### src/rtl/scratchpad_store_sched_if.sv
// Store request / scratchpad write bundle between the lane store path and the scheduler.
interface scratchpad_store_sched_if #(
    parameter int unsigned LANES      = 4,
    parameter int unsigned ADDR_WIDTH = 4,
    parameter int unsigned DATA_WIDTH = 32,
    parameter int unsigned PASS_W     = $clog2(LANES) + 1
);
    logic                                  req_valid;
    logic                                  req_ready;
    logic [LANES-1:0]                      req_mask;
    logic [LANES-1:0][ADDR_WIDTH-1:0]      req_addr;
    logic [LANES-1:0][DATA_WIDTH-1:0]      req_data;
    logic [LANES-1:0]                      write_en;
    logic [LANES-1:0][ADDR_WIDTH-1:0]      write_addr;
    logic [LANES-1:0][DATA_WIDTH-1:0]      write_data;
    logic                                  done;
    logic [PASS_W-1:0]                     passes;

    // Requester side: drives the store request, observes writes and completion.
    modport master (
        output req_valid, req_mask, req_addr, req_data,
        input  req_ready, write_en, write_addr, write_data, done, passes
    );

    // Scheduler side.
    modport slave (
        input  req_valid, req_mask, req_addr, req_data,
        output req_ready, write_en, write_addr, write_data, done, passes
    );
endinterface

### src/rtl/scratchpad_store_sched.sv
// Splits a warp-wide masked store into conflict-free write passes. Lanes sharing an
// address issue in ascending lane order, so the highest lane's data lands last.
module scratchpad_store_sched #(
    parameter int unsigned LANES      = 4,
    parameter int unsigned MEM_DEPTH  = 16,
    parameter int unsigned ADDR_WIDTH = $clog2(MEM_DEPTH),
    parameter int unsigned DATA_WIDTH = 32,
    parameter int unsigned PASS_W     = $clog2(LANES) + 1
) (
    input logic                     clk,
    input logic                     rst,
    scratchpad_store_sched_if.slave bus
);
    typedef logic [DATA_WIDTH-1:0] word_t;
    typedef enum logic [0:0] {StIdle, StIssue} state_t;

    state_t                           state;
    logic [LANES-1:0]                 pending;
    logic [LANES-1:0][ADDR_WIDTH-1:0] addr_q;
    word_t [LANES-1:0]                data_q;
    logic [PASS_W-1:0]                pass_cnt;
    logic [PASS_W-1:0]                passes_q;

    logic [LANES-1:0]                 grant;
    logic [LANES-1:0]                 remaining;

    // A pending lane is granted unless a lower pending lane targets the same address.
    always_comb begin
        grant = '0;
        for (int unsigned i = 0; i < LANES; i++) begin
            grant[i] = pending[i];
            for (int unsigned j = 0; j < i; j++) begin
                if (pending[j] && (addr_q[j] == addr_q[i])) begin
                    grant[i] = 1'b0;
                end
            end
        end
    end

    assign remaining = pending & ~grant;

    // Outputs derived from registered state only.
    always_comb begin
        bus.req_ready  = (state == StIdle);
        bus.write_en   = (state == StIssue) ? grant : '0;
        bus.write_addr = addr_q;
        bus.write_data = data_q;
        bus.done       = (state == StIssue) && (remaining == '0);
        bus.passes     = passes_q;
    end

    // Request latch, pass bookkeeping and IDLE/ISSUE sequencing.
    always_ff @(posedge clk) begin
        if (rst) begin
            state    <= StIdle;
            pending  <= '0;
            pass_cnt <= '0;
            passes_q <= '0;
        end else begin
            unique case (state)
                StIdle: begin
                    if (bus.req_valid) begin
                        pending  <= bus.req_mask;
                        addr_q   <= bus.req_addr;
                        data_q   <= bus.req_data;
                        pass_cnt <= '0;
                        state    <= StIssue;
                    end
                end
                StIssue: begin
                    pending  <= remaining;
                    pass_cnt <= pass_cnt + PASS_W'(1);
                    if (remaining == '0) begin
                        // An empty mask still spends one ISSUE cycle but reports zero passes.
                        passes_q <= (pending == '0) ? '0 : pass_cnt + PASS_W'(1);
                        state    <= StIdle;
                    end
                end
                default: state <= StIdle;
            endcase
        end
    end
endmodule

### src/flat_wrapper.sv
// flat-port wrapper written by rule: the top's interface ports become plain ports
module scratchpad_store_sched_flat 
#(
    parameter int unsigned LANES      = 4,
    parameter int unsigned MEM_DEPTH  = 16,
    parameter int unsigned ADDR_WIDTH = $clog2(MEM_DEPTH),
    parameter int unsigned DATA_WIDTH = 32,
    parameter int unsigned PASS_W     = $clog2(LANES) + 1
)
  (clk, rst, bus_req_valid, bus_req_mask, bus_req_addr, bus_req_data, bus_req_ready, bus_write_en, bus_write_addr, bus_write_data, bus_done, bus_passes);
  scratchpad_store_sched_if #(.LANES(LANES), .ADDR_WIDTH(ADDR_WIDTH), .DATA_WIDTH(DATA_WIDTH), .PASS_W(PASS_W)) bus_i ();
  input logic clk;
  input logic rst;
  input wire logic [$bits(bus_i.req_valid)-1:0] bus_req_valid;
  input wire logic [$bits(bus_i.req_mask)-1:0] bus_req_mask;
  input wire logic [$bits(bus_i.req_addr)-1:0] bus_req_addr;
  input wire logic [$bits(bus_i.req_data)-1:0] bus_req_data;
  output wire logic [$bits(bus_i.req_ready)-1:0] bus_req_ready;
  output wire logic [$bits(bus_i.write_en)-1:0] bus_write_en;
  output wire logic [$bits(bus_i.write_addr)-1:0] bus_write_addr;
  output wire logic [$bits(bus_i.write_data)-1:0] bus_write_data;
  output wire logic [$bits(bus_i.done)-1:0] bus_done;
  output wire logic [$bits(bus_i.passes)-1:0] bus_passes;
  assign bus_i.req_valid = bus_req_valid;
  assign bus_i.req_mask = bus_req_mask;
  assign bus_i.req_addr = bus_req_addr;
  assign bus_i.req_data = bus_req_data;
  assign bus_req_ready = bus_i.req_ready;
  assign bus_write_en = bus_i.write_en;
  assign bus_write_addr = bus_i.write_addr;
  assign bus_write_data = bus_i.write_data;
  assign bus_done = bus_i.done;
  assign bus_passes = bus_i.passes;
  scratchpad_store_sched #(.LANES(LANES), .MEM_DEPTH(MEM_DEPTH), .ADDR_WIDTH(ADDR_WIDTH), .DATA_WIDTH(DATA_WIDTH), .PASS_W(PASS_W)) u_core (.clk(clk), .rst(rst), .bus(bus_i));
endmodule
### config.mk
export PLATFORM = sky130hd
export DESIGN_NAME = scratchpad_store_sched_flat
export DESIGN_NICKNAME = d
export VERILOG_FILES = /design/src/rtl/scratchpad_store_sched_if.sv /design/src/rtl/scratchpad_store_sched.sv /design/src/flat_wrapper.sv
export SDC_FILE = /design/constraint.sdc
export NUM_CORES = 1
export LEC_CHECK = 0
export CAP_MARGIN = 20
export CORE_MARGIN = 3
export CORE_UTILIZATION = 34
export CTS_CLUSTER_SIZE = 30
export DETAILED_ROUTE_END_ITERATION = 7
export HOLD_SLACK_MARGIN = 0.12
export PLACE_DENSITY = 0.86
export SLEW_MARGIN = 25
export SYNTH_ARGS = -nofsm -noshare
export SYNTH_HDL_FRONTEND = slang
export SYNTH_SLANG_ARGS = --single-unit
### constraint.sdc
create_clock -name clk -period 9.85 [get_ports clk]
set_clock_uncertainty 0.1 [all_clocks]
set_input_delay 1.97 -clock clk [delete_from_list [all_inputs] [get_ports clk]]
set_output_delay 1.97 -clock clk [all_outputs]
set_load 0.05 [all_outputs]
==> out/metrics.cfg, run 1 <==
[run_status]
outcome=finished clean

[min_path]
hold_class=flop to flop

[floorplanning]
die_h_microns=129
fp.coreArea_sq_mm=0.0147
dieArea_sq_mm=0.0167
fp.dieW_microns=129
rows=44
io_pins=304
initial_core_util=0.351

[sta]
fin_ws_ns=5.06
drv_slew=0
min_period_ns=4.79
tightestPinTransition_ns=0.782
max_freq_ghz=0.209
finalHoldViolCount=0
finalSetupViolations=0
relSlewSlack=0.478
timing.final.crit_share=0.487
fin_tns_setup_ns=0
rsz0062_at_grt=false

[power_and_ir_drop]
power_density_mw_per_mm2=176
p_sw_frac=0.242
total_leakage_power_nw=3.13
intPower_mw=1.20
pwr-share-clk=0.366
power_switching_uw=383
p_comb_frac=0.148
p_seq_frac=0.486
irDropWorstVdd_mv=0.108

[worst_setup_path]
r2r_slack_ns=7.01
critPathCaptureType=primary output
worstReg2RegEnd=u_core.bus.write_data[5]
start_kind=flop
crit_fanout=5
cp.required_ns=7.78
crit_end=bus_done
reg2reg_from=u_core.state
critical_path_class=flop to primary output
r2r_cells=4
arrival_ns=2.72
crit_start=u_core.bus.write_addr[2]

[placement]
place_hpwl_mm=11.5
dp_slack_ns=4.73
postPlaceCellArea_sq_mm=0.00844
routabilityCongestion=1.08
io_buffers=303

[clocking]
htree_levels=4
numCtsBuffers=17
post_cts_resized=0
clockRootBuffer=clkbuf_16
postCtsSetupRepairBufs=0
cts_tree=yes
clk_pin_slew_worst_paths_ns=0.05
ctsHoldBuffers=0
clock-sinks=155
clk-insertion-delay-late_ns=0.40
cts_buffer_depth=2

[yosys]
ys_seq_area_frac=0.880
ys_ff_latch=155
yosysWarnings=0
synth.distinct_cells=32
syn-instance-count=246
synth_area_sq_mm=0.00516
postSynthAreaPerCell_sq_um=21.0
synth_fp_nets=398

[routing]
route.vias.total=3492
drc=0
viasPerCell=4.57
drtAntennaViolNets=0
drt_iter0_markers=160
wl_per_cell_microns=19.4
routed_wl_mm=14.8
dr.pass1.iters=4

[global_routing]
use_met3=0.0816
met1_usage=0.192
globalRoute.busiestLayer=met2
grt_pass1_vias=3755
antenna_found_initial=0
grt_pass1_wl_mm=21.6
use_met2=0.305
grt_max_degree=85
gr-total-overflow=0
grt_usage=0.177

[final_layout]
diodes=0
final_net_count=720
utilization=0.610
syn_to_final_growth_pct=73.6
final_layout_size_suffix_gt1_frac=0.0569
fin_area_sq_mm=0.00896

[run]
drv_cap=0

[per-stage QoR]
step	hold WS (ns)	instances	power, mW
final	0.391	764	1.58
after detailed placement	0.389	733	1.02
after floorplan	0.369	246	0.901
after CTS	0.399	764	1.60
after global placement	0.367	733	1.01
after global routing	0.420	764	1.63
[critical path, stage by stage, from the launching register on]
cell and delay (ns):
edfxtp_1 0.49, xor2_1 0.20, nor4_1 0.52, a221o_1 0.25, a21o_4 0.12, inv_1 0.04, clkdlybuf4s50_1 0.69
[cell families after synthesis]
family,count (synthesis),synth area share
and+or+nand+nor,40,0.0395
xor gates and xnor gates,22,0.0373
DFF,155,0.880
muxes,5,0.0107
buffers and inverters,7,0.00509
adders and majority gates,1,0.00242
AOI/OAI and AO/OA,16,0.0245
[layer usage]
metal	vias up	wire length, microns	share of wire
met5	-	0	0
met4	0	352	0.024
met3	27	1650	0.11
met2	224	7730	0.52
met1	1654	5050	0.34
li1	1587	-	-
[flip-flops by register name, summed over array words and instances (netlist names)]
register / cells
u_core.bus.write_data: 128
u_core.pass_cnt: 3
u_core.bus.write_addr: 16
u_core.state: 1
u_core.pending: 4
u_core.bus.passes: 3
[cells in the mapped netlist (all sizes together)]
cell type | number | area share
a211o | 1 | 0.0017
a21o | 3 | 0.0061
a21oi | 3 | 0.0029
a221o | 1 | 0.0019
a222oi | 1 | 0.0019
a22oi | 3 | 0.0044
and2 | 2 | 0.0027
clkbuf | 2 | 0.0015
dfxtp | 11 | 0.043
edfxtp | 144 | 0.84
ha | 1 | 0.0024
inv | 5 | 0.0036
mux2 | 1 | 0.0029
mux2i | 4 | 0.0078
nand2 | 10 | 0.0073
nand2b | 2 | 0.0024
nand3 | 3 | 0.0048
nand3b | 1 | 0.0015
nor2 | 11 | 0.0080
nor2b | 3 | 0.0036
nor3 | 3 | 0.0029
nor3b | 1 | 0.0015
nor4 | 4 | 0.0048
o21ai | 2 | 0.0019
o22ai | 2 | 0.0036
xnor2 | 11 | 0.019
xor2 | 11 | 0.019
[worst min path at each step]
stage,from,to,cells past startpoint,slack [ns]
after floorplan,u_core.pass_cnt[2],u_core.pass_cnt[2],2,0.37
after global placement,u_core.bus.passes[2],u_core.bus.passes[2],2,0.37
after detailed placement,u_core.bus.passes[2],u_core.bus.passes[2],2,0.39
after CTS,u_core.bus.passes[1],u_core.bus.passes[1],2,0.40
after global routing,u_core.bus.passes[1],u_core.bus.passes[1],2,0.42
final,u_core.bus.passes[2],u_core.bus.passes[2],2,0.39
[layout make-up]
| class | count | area (sq um) |
|---|---|---|
| clock buffer | 22 | 444 |
| clock inverter | 9 | 75.1 |
| fill | 1069 | 5740 |
| inverter | 5 | 18.8 |
| multi-input combinational | 84 | 598 |
| sequential | 155 | 4540 |
| tap | 184 | 230 |
| timing repair buffer | 305 | 3050 |
[placed cells by master, fill, tap and decap left out, drive strengths merged, types with 4 or more instances in the layout]
master,synthesis,routed
mux2i,4,4
nor2,11,11
nand2,10,10
clkinv,0,6
clkdlybuf4s50,0,303
clkbuf,2,22
nor4,4,4
xnor2,11,11
dfxtp,11,11
edfxtp,144,144
inv,5,5
xor2,11,11
[power by group through the flow]
stage	registers [mW]	clock network, mW	logic (mW)
final	0.768	0.579	0.234
after global routing	0.771	0.617	0.243
after CTS	0.768	0.593	0.236
after detailed placement	0.781	0	0.235
after global placement	0.779	0	0.230
after floorplan	0.872	0	0.0287
(Power assumes the default switching activity.)
==> inputs of run 2 (changes only) <==
==> constraint.sdc (replaced) <==
create_clock -name clk -period 4.21 [get_ports clk]
set_clock_uncertainty 0.1 [all_clocks]
set_input_delay 0.842 -clock clk [delete_from_list [all_inputs] [get_ports clk]]
set_output_delay 0.842 -clock clk [all_outputs]
set_load 0.05 [all_outputs]
==> run 2 against run 1 <==
Against the previous run:
- worst hold slack got worse by 0.013 ns
- wire length is 1.3% lower
- non-clock buffer count stayed put
- critical endpoint unchanged
- register-to-register slack got worse by 4.9 ns
- clock power increased by 140%
- power rose by 140%
- sequential power increased by 130%
- combinational power is 130% higher
==> out/metrics.cfg, run 2 (synthesis gave the netlist of run 1 again) <==
[run_status]
outcome=finished clean

[power_and_ir_drop]
power_switching_uw=921
intPower_mw=2.81
irDropWorstVdd_mv=0.282
p_seq_frac=0.480
p_comb_frac=0.147
pwr-share-clk=0.373
power_density_mw_per_mm2=415
p_sw_frac=0.247
p_total_mw=3.74
total_leakage_power_nw=3.13

[clocking]
cts_tree=yes
cts_buffer_depth=2
clockRootBuffer=clkbuf_16
clk-insertion-delay-late_ns=0.40
htree_levels=4
clock-sinks=155
ctsHoldBuffers=0
post_cts_resized=0
postCtsSetupRepairBufs=0
clk_pin_slew_worst_paths_ns=0.06
numCtsBuffers=17

[routing]
drt_iter0_markers=208
viasPerCell=4.45
drtAntennaViolNets=0
routed_wl_mm=14.6
dr.pass1.iters=4
route.vias.total=3408
wl_per_cell_microns=19.1
drc=0

[final_layout]
syn_to_final_growth_pct=74.2
final_net_count=720
largest_register_ffs=128
final_layout_size_suffix_gt1_frac=0.0620
diodes=0
num-fill-cells=1057
layout_common_cells=clkdlybuf4s50_1, edfxtp_1, clkbuf_16
mostFrequentLayoutCell=clkdlybuf4s50_1
fin_cells=765

[min_path]
hold_class=flop to flop
hold_path_depth=2
hp-start=u_core.bus.passes[1]
hold_end=u_core.bus.passes[1]

[worst_setup_path]
r2r_slack_ns=2.13
critical_path_class=flop to primary output
crit_fanout=5
crit_chain=xnor2_1, nand3_2, o22ai_2, a221o_1, a21o_4, inv_1, clkdlybuf4s50_1
worstReg2RegEnd=u_core.bus.write_data[18]
cp_num_buf_inv=2
cp.required_ns=3.27
critPathCaptureType=primary output
reg2reg_from=u_core.state
critPathTopFamily=buffers and inverters
crit_path_top_delay_cell=clkdlybuf4s50_1
start_kind=flop
arrival_ns=2.71
slowest_delay_ns=0.78
r2r_cells=3

[sta]
fin_ws_ns=0.561
min_period_ns=3.65
finalHoldViolCount=0
tightestPinTransition_ns=0.715
timing.final.crit_share=0.867
fin_tns_setup_ns=0
finalSetupViolations=0
max_freq_ghz=0.274
drv_slew=0
rsz0062_at_grt=false
relSlewSlack=0.523
whs_ns=0.377

[global_routing]
gr-total-overflow=0
grt_pass1_wl_mm=21.3
grt_pass1_vias=3683
antenna_found_initial=0
grt_usage=0.174
grt_max_degree=87

[floorplanning]
die_h_microns=129
io_pins=304
fp.coreArea_sq_mm=0.0147
initial_core_util=0.351
fp.dieW_microns=129
rows=44
dieArea_sq_mm=0.0167

[placement]
place_hpwl_mm=11.4
routabilityCongestion=1.06
place_inst=733
dp_slack_ns=0.989
io_buffers=303

[run]
drv_cap=0

run 2: cell count changes in the layout (fill, tap and decap cells not counted), sizes merged:
cell | previous run | this run
clkinvlp | 2 | 4
clkinv | 6 | 4
inv | 5 | 6
run 2: final cells by class:
type | count | area, sq um | share of cell area
multi-input cells | 84 | 598 | 0.0665
flip-flops and latches | 155 | 4540 | 0.505
inverters | 5 | 18.8 | 0.00209
clock inverters | 10 | 95.1 | 0.0106
clock buffers | 22 | 444 | 0.0494
well taps | 184 | 230 | 0.0256
repair buffers | 305 | 3060 | 0.340
run 2: power by group through the flow:
stage          logic, mW  clock network [mW]  registers (mW)
6_report           0.548                1.39            1.79
4_1_cts            0.553                1.43            1.79
5_1_grt            0.570                1.49            1.80
3_3_place_gp       0.542                   0            1.82
3_5_place_dp       0.552                   0            1.83
2_1_floorplan     0.0683                   0            2.03
run 2: worst min-delay path, delay by kind of cell (launching register included):
family,cells,cell delay (ns)
DFF,1,0.31
and+or+nand+nor,1,0.06
muxes,1,0.06
run 2: how the worst max path moves through the flow:
| stage | startpoint | to | slack [ns] | depth (start not counted) |
|---|---|---|---|---|
| 3_3_place_gp | u_core.bus.write_addr[2] | bus_done | 1.03 | 6 |
| 5_1_grt | u_core.bus.write_addr[3] | bus_done | 0.36 | 7 |
| 6_report | u_core.bus.write_addr[7] | bus_done | 0.56 | 7 |
| 4_1_cts | u_core.bus.write_addr[1] | bus_done | 0.54 | 6 |
| 3_5_place_dp | u_core.bus.write_addr[7] | bus_done | 0.99 | 7 |
| 2_1_floorplan | bus_req_valid | u_core.bus.write_addr[0] | 0.39 | 2 |
run 2: per-layer routing:
metal / track usage / up-vias / part of all wire
li1: - / 1588 / -
met1: 0.189 / 1612 / 0.35
met2: 0.299 / 193 / 0.53
met3: 0.0837 / 15 / 0.11
met4: 0.0581 / 0 / 0.015
met5: 0 / - / 0
run 2: per-stage QoR:
stage	utilization	area, sq um
after floorplan	-	5170
after global placement	0.575	8450
after detailed placement	0.575	8450
after CTS	0.612	8990
after global routing	0.612	8990
final	0.612	8990
